<file path="config.mk">
export PLATFORM = sky130hd
export DESIGN_NAME = dmem_lsu
export DESIGN_NICKNAME = d
export VERILOG_FILES = /design/src/rtl/dmem_lsu.sv
export SDC_FILE = /design/constraint.sdc
export NUM_CORES = 1
export LEC_CHECK = 0
export BUFFER_PORTS_ARGS = -buffer_cell sky130_fd_sc_hd__buf_2
export CORE_UTILIZATION = 48
export CTS_CLUSTER_SIZE = 24
export DETAILED_ROUTE_END_ITERATION = 8
export GPL_TIMING_DRIVEN = 0
export HOLD_SLACK_MARGIN = 0.06
export PLACE_DENSITY = 0.83
export SKIP_CTS_REPAIR_TIMING = 1
export SLEW_MARGIN = 20
export SYNTH_ARGS = -nofsm -noshare
export SYNTH_HDL_FRONTEND = slang
export SYNTH_SLANG_ARGS = --single-unit
export TNS_END_PERCENT = 20
</file>
<file path="constraint.sdc">
create_clock -name clk -period 2.7 [get_ports clk]
set_clock_uncertainty 0.15 [all_clocks]
set_input_delay 0.54 -clock clk [delete_from_list [all_inputs] [get_ports clk]]
set_output_delay 0.54 -clock clk [all_outputs]
set_load 0.01 [all_outputs]
</file>
<file path="src/rtl/dmem_lsu.sv">
// dmem_lsu: M-stage load/store unit for a request/grant data bus.
// Aligns, strobes and extends accesses; flags misalign and load timeouts.
module dmem_lsu #(
  parameter int XLEN      = 32,
  parameter int ADDR_SIZE = 32,
  parameter int TIMEOUT   = 16
) (
  input  logic                 clk,
  input  logic                 reset,
  input  logic                 memreqM,
  input  logic                 memwriteM,
  input  logic [ADDR_SIZE-1:0] addrM,
  input  logic [XLEN-1:0]      writedataM,
  input  logic [1:0]           whbM,
  input  logic                 lunsignedM,
  output logic [XLEN-1:0]      readdataM,
  output logic                 done_o,
  output logic                 stallM,
  output logic                 misalignM,
  output logic                 buserrM,
  output logic                 bus_req,
  output logic                 bus_we,
  output logic [ADDR_SIZE-1:0] bus_addr,
  output logic [XLEN-1:0]      bus_wdata,
  output logic [3:0]           bus_wstrb,
  input  logic                 bus_gnt,
  input  logic                 bus_rvalid,
  input  logic [XLEN-1:0]      bus_rdata
);

  localparam int CW = $clog2(TIMEOUT);

  typedef enum logic [1:0] {
    IDLE,
    REQ,
    RESP,
    DONE
  } state_t;

  state_t              r_state;
  state_t              w_next;
  logic [ADDR_SIZE-1:0] r_addr;
  logic [1:0]          r_off;
  logic                r_we;
  logic [1:0]          r_size;
  logic                r_uns;
  logic [XLEN-1:0]     r_wdata;
  logic [3:0]          r_wstrb;
  logic [CW-1:0]       r_cnt;
  logic [XLEN-1:0]     r_rdata;
  logic                r_buserr;

  logic                w_byte;
  logic                w_half;
  logic                w_word;
  logic                w_mis;
  logic                w_tout;
  logic [XLEN-1:0]     w_wdata;
  logic [3:0]          w_wstrb;
  logic [7:0]          w_lbyte;
  logic [15:0]         w_lhalf;
  logic [XLEN-1:0]     w_ext;

  assign w_byte = (whbM == 2'b10);
  assign w_half = (whbM == 2'b01);
  assign w_word = !w_byte && !w_half;
  assign w_mis  = (w_half && addrM[0]) ||
                  (w_word && (addrM[1:0] != 2'b00));

  always_comb begin
    w_wdata = writedataM;
    w_wstrb = 4'b1111;
    unique case (1'b1)
      w_byte: begin
        w_wdata = {(XLEN/8){writedataM[7:0]}};
        w_wstrb = 4'b0001 << addrM[1:0];
      end
      w_half: begin
        w_wdata = {(XLEN/16){writedataM[15:0]}};
        w_wstrb = 4'b0011 << {addrM[1], 1'b0};
      end
      w_word: ;
    endcase
    if (!memwriteM) w_wstrb = 4'b0000;
  end

  // Lane select uses the latched byte offset, not the live address
  assign w_lbyte = bus_rdata[{r_off, 3'b000} +: 8];
  assign w_lhalf = bus_rdata[{r_off[1], 4'b0000} +: 16];

  always_comb begin
    w_ext = bus_rdata;
    case (r_size)
      2'b10:   w_ext = {{(XLEN-8){w_lbyte[7] & !r_uns}}, w_lbyte};
      2'b01:   w_ext = {{(XLEN-16){w_lhalf[15] & !r_uns}}, w_lhalf};
      default: w_ext = bus_rdata;
    endcase
  end

  always_comb begin
    w_next    = r_state;
    stallM    = 1'b0;
    misalignM = 1'b0;
    bus_req   = 1'b0;
    done_o    = 1'b0;
    w_tout    = 1'b0;
    case (r_state)
      IDLE: begin
        if (memreqM) begin
          if (w_mis) begin
            misalignM = 1'b1;
          end else begin
            stallM = 1'b1;
            w_next = REQ;
          end
        end
      end
      REQ: begin
        bus_req = 1'b1;
        stallM  = 1'b1;
        if (bus_gnt) w_next = r_we ? DONE : RESP;
      end
      RESP: begin
        stallM = 1'b1;
        if (bus_rvalid) begin
          w_next = DONE;
        end else if (r_cnt == CW'(TIMEOUT-1)) begin
          w_tout = 1'b1;
          w_next = DONE;
        end
      end
      DONE: begin
        done_o = 1'b1;
        w_next = IDLE;
      end
      default: w_next = IDLE;
    endcase
  end

  always_ff @(posedge clk) begin
    if (reset) begin
      r_state  <= IDLE;
      r_addr   <= '0;
      r_off    <= '0;
      r_we     <= 1'b0;
      r_size   <= '0;
      r_uns    <= 1'b0;
      r_wdata  <= '0;
      r_wstrb  <= '0;
      r_cnt    <= '0;
      r_rdata  <= '0;
      r_buserr <= 1'b0;
    end else begin
      r_state  <= w_next;
      r_buserr <= w_tout;
      case (r_state)
        IDLE: begin
          if (memreqM && !w_mis) begin
            r_addr  <= {addrM[ADDR_SIZE-1:2], 2'b00};
            r_off   <= addrM[1:0];
            r_we    <= memwriteM;
            r_size  <= whbM;
            r_uns   <= lunsignedM;
            r_wdata <= w_wdata;
            r_wstrb <= w_wstrb;
            r_rdata <= '0;
          end
        end
        REQ: begin
          if (bus_gnt) r_cnt <= '0;
        end
        RESP: begin
          r_cnt <= r_cnt + 1'b1;
          if (bus_rvalid) r_rdata <= w_ext;
          else if (w_tout) r_rdata <= '0;
        end
        default: ;
      endcase
    end
  end

  assign readdataM = (r_state == DONE) ? r_rdata : '0;
  assign buserrM   = r_buserr;
  assign bus_we    = r_we;
  assign bus_addr  = r_addr;
  assign bus_wdata = r_wdata;
  assign bus_wstrb = r_wstrb;

endmodule

</file>
# After elaboration in Yosys (flattened, before gate mapping)
# Cells that the tools add are included.
# totals
reg_bits	111
in_bits	105
output_inout_bits	106
word_cells	79
# classes
addsub	1
eq_ne	14
shifts	4
n_mux	29
bitwise_logic	2
n_reduce_logical	18
# op_table
operator	count
case mux 32 bit (2 select lines)	3
two-way mux 32 bit	4
indexed part select 32 x 6 -> 16 bit	1
indexed part select 32 x 6 -> 8 bit	1
case mux 4 bit (2 select lines)	2
two-way mux 1 bit	11
two-way mux 2 bit	5
equality test 2 bit (second input constant)	4
two-way mux 4 bit	2
inequality test 2 bit (second input constant)	4
case mux 2 bit (4 select lines)	1
equality test 2 x 1 -> 1 bit (second input constant)	3
inequality test 3 bit (second input constant)	2
nonzero test 2 bit	3
adder 4 x 1 -> 4 bit (second input constant)	1
equality test 4 bit (second input constant)	1
logical AND 1 bit	4
zero test 1 bit	4
AND reduction 2 bit	2
AND reduction 4 bit	1
left shift 1 x 2 -> 4 bit (first input constant)	1
left shift 2 x 2 -> 4 bit (first input constant)	1
AND reduction 3 bit	1
AND 1 bit	2
other kinds (4)	4

# Longest topological paths before layout
# depth
depth_word	9
mapped_depth	9
ltp_nobuf	6

# Least setup slack after synthesis
# No wires, ideal clock.
# synth_path
kind	input -> output
start	in whbM[0]
end	out stallM
arrival_time_ns	1.822
required_time_ns	2.010
slack_ns	0.188
stages	9
path_buffers	3
cell_sequence	inv_1 > ha_1 > buf_2 > nand2_1 > and3_1 > buf_2 > buf_2 > nor2_1 > nor2_1
# synth_via
elab_chain_cells	8
elab_cells_between_ends	11
classes_between	eq/ne (2); mux (3); reduce/logical (6)
# synth_rtl
element	line	source
from (decl)	14	input logic [1:0] whbM,
equality test 2 bit / equality test 2 x 1 -> 1 bit (equally long branches)	64, 65	
zero test 1 bit	66	assign w_word = !w_byte && !w_half;
logical AND 1 bit	66	
logical AND 1 bit	68	(w_word && (addrM[1:0] != 2'b00));
logical OR 1 bit *	67	assign w_mis = (w_half && addrM[0]) ||
two-way mux 1 bit *	110	if (w_mis) begin
two-way mux 1 bit *	109	if (memreqM) begin
case mux 1 bit (2 select lines) *	107	case (r_state)
to (decl)	18	output logic stallM,
# Every way passes the cells marked *; elsewhere a longest branch is shown, timed or not.

# Worst setup path after layout
# Ends and elaborated chain as after synthesis.

==> metrics.txt <==
# TYPE chip_impl_metric gauge
chip_impl_info{name="outcome",value="complete, no violations"} 1
chip_impl_metric{name="clock_latency_of_the_later_clocked_register_in_the_worst_skew_pair",unit="ns"} 0.38
chip_impl_metric{name="clockBufferDepth",unit=""} 2
chip_impl_metric{name="seqPwrFrac",unit="%"} 43.0
chip_impl_metric{name="maximum_number_of_pins_on_one_net_before_global_route_repair",unit=""} 22
chip_impl_metric{name="design.final.nets",unit=""} 954
chip_impl_metric{name="die_height",unit="um"} 106
chip_impl_metric{name="ys_async_sr_fraction",unit="%"} 0
chip_impl_info{name="hold_path.class",value="primary input to flop"} 1
chip_impl_metric{name="portion_of_total_power_attributed_to_combinational_logic",unit="%"} 34.9
chip_impl_metric{name="ir_drop",unit="uV"} 447
chip_impl_metric{name="p_int",unit="W"} 0.00285
chip_impl_metric{name="clkSinkCount",unit=""} 111
chip_impl_metric{name="io_pins",unit=""} 211
chip_impl_metric{name="cts_buffers",unit=""} 9
chip_impl_metric{name="cell_area_after_placement",unit="um^2"} 6370
chip_impl_metric{name="layout.filler_cells",unit=""} 916
chip_impl_metric{name="sw_frac_of_total",unit="%"} 37.2
chip_impl_metric{name="worst_slew_pin_slew",unit="ns"} 0.658
chip_impl_metric{name="arrival",unit="ns"} 1.91
chip_impl_metric{name="core_outline_area",unit="um^2"} 10400
chip_impl_metric{name="detail_route.iter0.violations",unit=""} 365
chip_impl_metric{name="flow.area_growth_from_synthesis",unit="%"} 29.0
chip_impl_metric{name="period_needed",unit="ns"} 2.60
chip_impl_info{name="critPathCaptureType",value="output port"} 1
chip_impl_info{name="cts_root_buffer",value="clkbuf_8"} 1
chip_impl_info{name="startpoint_class",value="primary input"} 1
chip_impl_metric{name="power.density_cell_area",unit="nW/um^2"} 683
chip_impl_metric{name="synth_cell_type_count",unit=""} 50
chip_impl_metric{name="max_clock_freq",unit="MHz"} 384
chip_impl_metric{name="initial_antenna_violation_count",unit=""} 2
chip_impl_metric{name="setup-tns-final",unit="ns"} 0
chip_impl_metric{name="start_util",unit="%"} 49.7
chip_impl_metric{name="worst-endpoint-required",unit="ns"} 2.01
chip_impl_metric{name="mappedNetlistArea",unit="um^2"} 5160
chip_impl_metric{name="finalSetupViolations",unit=""} 0
chip_impl_info{name="critical_path_class",value="primary input to output port"} 1
chip_impl_metric{name="post-route-period-util",unit="%"} 96.5
chip_impl_metric{name="hpwlAfterDp",unit="mm"} 11.9
chip_impl_metric{name="postSynthCellCount",unit=""} 618
chip_impl_metric{name="grt_overflow",unit=""} 0
chip_impl_metric{name="max_cap_violation_count",unit=""} 0
chip_impl_metric{name="site_row_count",unit=""} 37
chip_impl_metric{name="gp_routability_congestion",unit=""} 0.929
chip_impl_metric{name="chip_width",unit="um"} 106
chip_impl_info{name="tritoncts",value="done"} 1
chip_impl_metric{name="cts.reportedPaths.clkPinSlew",unit="ns"} 0.11
chip_impl_metric{name="route.detailed.drc",unit=""} 0
chip_impl_metric{name="synth_top_cell_area_share",unit="%"} 43.1
chip_impl_metric{name="avgViaCountPerCell",unit=""} 5.38
chip_impl_info{name="top_ff_cell_synth",value="dfxtp_1"} 1
chip_impl_metric{name="p_leak",unit="nW"} 2.95
chip_impl_metric{name="htree_levels",unit=""} 3
chip_impl_info{name="synth.area.top_cells",value="dfxtp_1, nand2_1, a21oi_1, and2_1, nor2b_1"} 1
chip_impl_metric{name="synth-warning-count",unit=""} 0
chip_impl_metric{name="clock_power_share",unit="%"} 22.1
chip_impl_metric{name="firstDrtPassIters",unit=""} 5
chip_impl_metric{name="slew_viol_final",unit=""} 0
chip_impl_metric{name="post_route_cells_drive_above_1_share",unit="%"} 32.7
chip_impl_metric{name="ant_nets",unit=""} 0
chip_impl_metric{name="postSynthRegisterBits",unit=""} 111
chip_impl_metric{name="switching_component_of_the_power",unit="W"} 0.00169
chip_impl_metric{name="finalHoldViolations",unit=""} 0
chip_impl_info{name="synth_top_area_cell",value="dfxtp_1"} 1
chip_impl_metric{name="timing.max_slew.rel_slack",unit="%"} 56.0
chip_impl_metric{name="avgSynthCellArea",unit="um^2"} 8.34
chip_impl_metric{name="synth_enable_flop_cells",unit=""} 0
chip_impl_metric{name="finish.instance_area",unit="um^2"} 6650
chip_impl_metric{name="worstPathMaxFanout",unit=""} 10
chip_impl_info{name="grt_setup_unrepaired",value="no"} 1
chip_impl_metric{name="synth-seq-area-share",unit="%"} 43.1
chip_impl_metric{name="global_route_wire_length_before_repair",unit="mm"} 24.7
chip_impl_metric{name="die_area",unit="um^2"} 11200
chip_impl_metric{name="detail_route.wirelength",unit="mm"} 15.7
chip_impl_metric{name="grt_util_all_layers",unit="%"} 28.0
chip_impl_metric{name="routed-via-count",unit=""} 5279
chip_impl_metric{name="routedWlPerCell",unit="um"} 16.0
chip_impl_metric{name="place.port_buffers",unit=""} 207
chip_impl_metric{name="first_global_vias",unit=""} 4959
[state kept, by name, summed over array words and instances, names as in the netlist, 2 cells and up]
name,count
r_rdata,32
r_size,2
bus_wdata,32
r_cnt,4
r_off,2
bus_wstrb,4
bus_addr,30
r_state,2
[layout make-up]
type,instances,area [um^2],share of cell area [%]
multi-input cells,454,2730,41.1
diodes,1,2.50,0.0376
inverters,6,22.5,0.339
repair buffers,209,1050,15.8
plain buffers,48,251,3.78
well taps,136,170,2.56
flip-flops and latches,111,2230,33.5
clock buffers,9,124,1.86
clock inverters,7,71.3,1.07
[worst paths after layout]
check	slack, ns	start	depth (start not counted)	to
min reg2reg	0.31	bus_addr[22]	2	bus_addr[22]
max reg2reg	0.53	r_size[0]	7	r_rdata[2]
min	0.20	bus_rvalid	2	buserrM
max	0.1	whbM[0]	10	stallM
[cells by family (layout without fill, tap and decap cells)]
group	after synthesis	after routing	share of synthesized area (%)
adders and majority gates	10	10	2.43
other	1	3	0.0727
and+or+nand+nor	267	267	24.7
DFF	111	111	43.1
buffers and inverters	54	279	4.80
AOI/OAI and AO/OA	166	166	22.9
muxes	9	9	2.04
[power by group through the flow]
| stage | Combinational (W) | Clock (W) | Sequential (W) |
|---|---|---|---|
| 2_1_floorplan | 0.000895 | 0 | 0.00203 |
| 3_3_place_gp | 0.00146 | 0 | 0.00198 |
| 3_5_place_dp | 0.00148 | 0 | 0.00198 |
| 4_1_cts | 0.00149 | 0.00102 | 0.00194 |
| 5_1_grt | 0.00175 | 0.00109 | 0.00198 |
| 6_report | 0.00159 | 0.00100 | 0.00195 |
[metal layers]
metal / up-vias / share of wire, % / track usage, %
met5: - / 0.11 / 0
met4: 2 / 2.2 / 10.7
met3: 30 / 8.8 / 7.42
met2: 256 / 47 / 46.2
li1: 2576 / - / -
met1: 2415 / 42 / 34.7
[stage by stage]
stage	util (%)	instances	hold WS [ns]	power (W)	setup WS [ns]
6_report	64.1	981	0.201	0.00454	0.0958
3_3_place_gp	61.4	962	0.286	0.00344	-0.303
4_1_cts	63.3	978	0.192	0.00445	-0.328
2_1_floorplan	-	619	0.274	0.00293	0.188
5_1_grt	64.1	981	0.195	0.00482	0.00264
3_5_place_dp	61.4	962	0.290	0.00346	-0.314
[cell usage in the layout, fill, tap and decap left out, types with 8 or more instances in the layout]
cell and n:
nand2_1 118, a22o_1 10, clkbuf_8 9, o2bb2ai_1 22, nor3b_1 9, and2_1 33, ha_1 8, a22oi_1 9
nor3_1 9, mux2_2 8, dfxtp_1 109, a211oi_1 25, clkbuf_1 26, nor2_1 45, buf_2 222, a21oi_1 64
nor2b_1 31
[synthesized netlist by cell type, types with 2 or more instances]
cell and n:
nand2_1 119, dfxtp_1 111, a21oi_1 64, nor2_1 46
and2_1 34, nor2b_1 31, clkbuf_1 26, a211oi_1 25
o2bb2ai_1 22, buf_2 18, a22o_1 10, ha_1 10
a22oi_1 9, nor3_1 9, nor3b_1 9, mux2_2 8
a222oi_1 6, inv_1 6, nand2b_1 5, nand3b_1 4
o211ai_1 4, nand3_1 3, o21ai_0 3, a21o_1 2
a31o_2 2, a32oi_1 2, and3_1 2, and3b_1 2
buf_4 2, buf_6 2, o21a_1 2, o21ba_2 2
[critical path: stages]
cell and delay, ns:
buf_2 0.12, inv_1 0.09, ha_4 0.23, o21ai_2 0.19
and3_1 0.19, buf_6 0.15, buf_8 0.15, nor2_4 0.04
nor2_1 0.07, buf_2 0.13
Power figures use the tool's default switching activity.
